### config.mk
export PLATFORM = sky130hd
export DESIGN_NAME = alu_pipe
export DESIGN_NICKNAME = d
export VERILOG_FILES = /design/src/rtl/alu_pipe.sv
export SDC_FILE = /design/constraint.sdc
export NUM_CORES = 1
export LEC_CHECK = 0
export CORE_MARGIN = 1.5
export CORE_UTILIZATION = 50
export CTS_CLUSTER_DIAMETER = 60
export CTS_CLUSTER_SIZE = 30
export DETAILED_ROUTE_END_ITERATION = 12
export PLACE_DENSITY = 0.76
export REMOVE_ABC_BUFFERS = 1
export SYNTH_ARGS = -nofsm -noshare
export SYNTH_HDL_FRONTEND = slang
export SYNTH_SLANG_ARGS = --single-unit
### constraint.sdc
create_clock -name clk -period 2.3 [get_ports clk]
set_input_delay 0.46 -clock clk [delete_from_list [all_inputs] [get_ports clk]]
set_output_delay 0.46 -clock clk [all_outputs]
set_load 0.1 [all_outputs]
### src/rtl/alu_pipe.sv
`default_nettype none
// ============================================================================
// Module      : alu_pipe
// Description : Two-stage pipelined WIDTH-bit ALU with carry/zero flags and
//               valid/ready handshakes on input and output. Stage 1 registers
//               operands and opcode; stage 2 registers the computed result.
//               Optional feature macro: ALU_ACC_EN (opcode 7 becomes ACC,
//               result = acc + ain, acc tracks the last ACC result).
// Revision    : 1.0 - initial release
// ============================================================================
module alu_pipe #(
   parameter int WIDTH = 8,
   parameter int OP_W  = 3
) (
   input  logic             clk,
   input  logic             rst,
   input  logic             in_valid,
   output logic             in_ready,
   input  logic [WIDTH-1:0] ain,
   input  logic [WIDTH-1:0] bin,
   input  logic [OP_W-1:0]  sel,
   output logic             out_valid,
   input  logic             out_ready,
   output logic [WIDTH-1:0] zout,
   output logic             carry,
   output logic             zero
);

   localparam logic [OP_W-1:0] c_OP_AND  = 3'd0;
   localparam logic [OP_W-1:0] c_OP_OR   = 3'd1;
   localparam logic [OP_W-1:0] c_OP_XOR  = 3'd2;
   localparam logic [OP_W-1:0] c_OP_XNOR = 3'd3;
   localparam logic [OP_W-1:0] c_OP_NAND = 3'd4;
   localparam logic [OP_W-1:0] c_OP_ADD  = 3'd5;
   localparam logic [OP_W-1:0] c_OP_SUB  = 3'd6;

   // Stage 1 holding registers
   logic             r_s1_v;
   logic [WIDTH-1:0] r_a;
   logic [WIDTH-1:0] r_b;
   logic [OP_W-1:0]  r_sel;

   // Stage 2 result registers
   logic             r_s2_v;
   logic [WIDTH-1:0] r_z;
   logic             r_c;
   logic             r_zero;

   // Handshake / advance controls
   logic w_s2_adv;
   logic w_s1_adv;
   logic w_accept;

   // Stage 2 datapath results
   logic [WIDTH:0]   w_add;
   logic [WIDTH:0]   w_sub;
   logic [WIDTH-1:0] w_z;
   logic             w_c;

`ifdef ALU_ACC_EN
   logic [WIDTH-1:0] r_acc;
   logic [WIDTH:0]   w_acc_sum;
`endif

   // s2 can take new data when empty or when its current result leaves now
   assign w_s2_adv  = out_ready || !r_s2_v;
   assign w_s1_adv  = r_s1_v && w_s2_adv;
   assign in_ready  = !r_s1_v || w_s2_adv;
   assign w_accept  = in_valid && in_ready;

   assign out_valid = r_s2_v;
   assign zout      = r_z;
   assign carry     = r_c;
   assign zero      = r_zero;

   // Extra MSB captures carry-out (ADD) and borrow (SUB)
   assign w_add = {1'b0, r_a} + {1'b0, r_b};
   assign w_sub = {1'b0, r_a} - {1'b0, r_b};
`ifdef ALU_ACC_EN
   assign w_acc_sum = {1'b0, r_acc} + {1'b0, r_a};
`endif

   // Result and carry selection from the stage-1 registers
   always_comb begin
      w_z = r_a;
      w_c = 1'b0;
      case (r_sel)
         c_OP_AND:  w_z = r_a & r_b;
         c_OP_OR:   w_z = r_a | r_b;
         c_OP_XOR:  w_z = r_a ^ r_b;
         c_OP_XNOR: w_z = ~(r_a ^ r_b);
         c_OP_NAND: w_z = ~(r_a & r_b);
         c_OP_ADD: begin
            w_z = w_add[WIDTH-1:0];
            w_c = w_add[WIDTH];
         end
         c_OP_SUB: begin
            w_z = w_sub[WIDTH-1:0];
            w_c = w_sub[WIDTH];
         end
         default: begin
`ifdef ALU_ACC_EN
            w_z = w_acc_sum[WIDTH-1:0];
            w_c = w_acc_sum[WIDTH];
`else
            w_z = r_a;
            w_c = 1'b0;
`endif
         end
      endcase
   end

   // Stage 1: load on accept; drop valid only when emptied without a refill
   always_ff @(posedge clk or posedge rst) begin
      if (rst) begin
         r_s1_v <= 1'b0;
         r_a    <= '0;
         r_b    <= '0;
         r_sel  <= '0;
      end else if (w_accept) begin
         r_s1_v <= 1'b1;
         r_a    <= ain;
         r_b    <= bin;
         r_sel  <= sel;
      end else if (w_s1_adv) begin
         r_s1_v <= 1'b0;
      end
   end

   // Stage 2: capture result when s1 advances; clear valid on a bare transfer
   always_ff @(posedge clk or posedge rst) begin
      if (rst) begin
         r_s2_v <= 1'b0;
         r_z    <= '0;
         r_c    <= 1'b0;
         r_zero <= 1'b0;
      end else if (w_s1_adv) begin
         r_s2_v <= 1'b1;
         r_z    <= w_z;
         r_c    <= w_c;
         r_zero <= (w_z == '0);
      end else if (out_ready) begin
         r_s2_v <= 1'b0;
      end
   end

`ifdef ALU_ACC_EN
   // Accumulator follows each ACC result at the same edge s2 captures it
   always_ff @(posedge clk or posedge rst) begin
      if (rst) begin
         r_acc <= '0;
      end else if (w_s1_adv && (r_sel == 3'd7)) begin
         r_acc <= w_acc_sum[WIDTH-1:0];
      end
   end
`endif

endmodule
`default_nettype wire

==> run metrics <==
status=finished with violations; failing checks=setup timing; Area growth syn-to-layout=34.8%; crit start category=flop; Min-Delay Path Depth=1; Final Hold Viols=0; Finish-stage setup viols=2; RSZ-0062 raised after global routing=true; Cell Int Power=between 1.5 and 2 mW; Core Region=slightly above 5000 µm²; Synth async-reset ratio=100%; Sw Ratio=a little under 50%; met1 wire length=~3300 µm; uppermost layer routed=met4; cts bufs inserted=5; Met3 Wirelength=a little over 400 µm; Antenna Diode Count=0; clk slew on worst S/H paths=roughly 80 ps; Die Footprint=around 5700 µm²; Site Rows=26; I/O Buffers=34; Slew @ Worst Pin=around 380 ps; Critical Path AT=~2500 ps; largest net degree at the start of global routing=32; Initial DRC Count=around 190; area share of the largest cell type after synthesis=a little under 30%; WL final=about 7000 µm; element type at the critical path end=flop; clock power share=between 10% and 20%; Hold/Removal Path Class=reg2reg; clock tree sinks=31; routability cong.=a little under 1; vias after detailed routing=2508; top cells by area, synth=dfrtp_1, ha_1, mux2_2; count leader, synth=dfrtp_1; P_leak=~1.6 nW; H-tree Lvls=2; Skew-Pair Late Insertion Delay=300 ps; Max clock buf depth=2; reg-to-reg endpoint=zout[6]; Ports=35; All-Layer GR Usage=a little over a quarter; final setup slack of the worst path=-61.6 ps; WL met2=between 3000 and 4000 µm; Seq/Total Area, Yosys=around 30%; Worst R2R Path Depth=8; crit path to=zout[6]; Starting Density=51.6%; CTS Hold Bufs=0; sw power=roughly 1.7 mW; antenna-violating nets left=0; # fillers=410; Setup CP Type=reg2reg; headroom to the max-slew limit=74.0%; Setup crit start=r_a[0]; DRC Markers=0; synthesized flop and latch total=31; Netlist cell types=between 60 and 70; DP HPWL=between 5000 and 6000 µm; routed len/inst=~16 µm; vias in the first global route=between 2k and 2.5k; Synth Warn #=0; worst endpoint required time=about 2500 ps; Slew Viols, Final=0; Max FO, Critical Path=3; Die Height=approximately 76 µm; final setup skew=roughly 9.2 ps; chip width=75.6 µm; share of cells above drive strength 1=roughly a third; antenna violations before repair=0; Comb power frac=around 64%; maxcap violations=0; grt total ovfl=0; Commonest cells post-synth=dfrtp_1, inv_1, ha_1, mux2_2, nor2_1; power per cell area=between 900 and 1000 nW/µm²; min cycle time layout=~2400 ps; first-pass GRT wire length=11600 µm; Avg Inst Size Synth=about 9 µm²; post-layout net count=roughly 420; final core utilization=a little over two thirds; Yosys top cell by area=dfrtp_1; root buf cell=clkbuf_8; ys flop type=dfrtp_1; VDD IR max=0.828 mV; Syn Std Cell Area=2640 µm²; Max Freq=roughly 420 MHz; reg-to-reg slack, setup=-60 ps; Post-Syn Instances=just under 300; total power=3.39 mW; Final Cycle Share=103%; Seq pwr share=22.5%; worst r2r src=r_a[0]; Vias per Instance=~5.7; dpl ws=-134 ps; Post-synth EDFFs=0; CTS tree=done; total negative slack=-102 ps; Pre-antenna DRT Iters=5
-- worst min path at each step --
stage / startpoint / endpoint / slack, ps
6_report: r_s1_v / out_valid / 490
5_1_grt: r_s1_v / out_valid / 520
4_1_cts: r_s1_v / out_valid / 490
3_5_place_dp: zout[2] / zout[2] / 480
3_3_place_gp: zout[3] / zout[3] / 470
2_1_floorplan: r_s1_v / out_valid / 460
-- state kept, by name, summed over array words and instances (netlist names) --
signal	flops
carry	1
out_valid	1
r_a	8
r_b	8
r_s1_v	1
r_sel	3
zero	1
zout	8
-- critical path, stage by stage (launching register included) --
cell and delay [ps]:
dfrtp_1 410, ha_2 210, fa_2 350, a21o_1 230, o2bb2ai_2 150, mux2i_1 160
o21ai_1 70, o32a_1 370, mux2_2 280
-- power groups by stage --
| stage | logic [mW] | clock network, mW | registers [mW] |
|---|---|---|---|
| final | 2.19 | 0.445 | 0.763 |
| after global routing | 2.32 | 0.472 | 0.779 |
| after CTS | 2.11 | 0.452 | 0.761 |
| after detailed placement | 2.03 | 0 | 0.770 |
| after global placement | 2.01 | 0 | 0.763 |
| after floorplan | 0.819 | 0 | 1.30 |
-- through the flow --
step                      area, µm²  hold WS (ps)  instances
final                          3550           492        438
after global routing           3550           518        438
after CTS                      3490           494        437
after detailed placement       3320           485        428
after global placement         3320           468        428
after floorplan                2540           457        277
-- logic make-up after synthesis --
group / Yosys count / synth area share [%]
and+or+nand+nor: 79 / 15.7
adders and majority gates: 26 / 12.9
muxes: 30 / 12.6
AOI/OAI and AO/OA: 80 / 20.7
DFF: 31 / 29.4
buffers and inverters: 42 / 7.36
xor gates and xnor gates: 4 / 1.33
-- what timing repair did --
action	in CTS	in global routing
gates resized for setup	16	14
buffers inserted	1	1
endpoints found under the setup margin	4	6
hold endpoints to repair	0	0
pin swaps	6	5
-- cell usage in the layout (no fill, tap or decap), types with 3 or more instances in the layout --
cell type / instances
buf_4: 58
dfrtp_1: 30
mux2_2: 24
inv_1: 22
clkdlybuf4s50_1: 22
nor2_1: 19
o21ai_0: 18
ha_1: 18
nand2_1: 16
a21oi_1: 11
nand2b_1: 10
nor3_1: 7
o21ai_1: 6
mux2i_1: 5
clkbuf_8: 5
nor2b_1: 4
inv_2: 4
ha_2: 4
a21oi_2: 3
a31oi_1: 3
a311oi_1: 3
a21o_1: 3
o211ai_1: 3
buf_12: 3
-- layer usage --
layer | vias up | track usage [%]
met5 | - | 0
met4 | 0 | 11.1
met3 | 15 | 4.89
met2 | 114 | 40.7
met1 | 1179 | 38.7
li1 | 1200 | -
-- final cells by class --
type	count	area, µm²	area share [%]
multi-input combinational	219	1780	50.1
sequential	31	777	21.9
timing repair buffer	83	716	20.1
inverter	27	104	2.92
tap	70	87.6	2.47
clock buffer	5	68.8	1.94
clock inverter	3	20.0	0.564
Note: power is estimated with default switching activity, not from simulation.
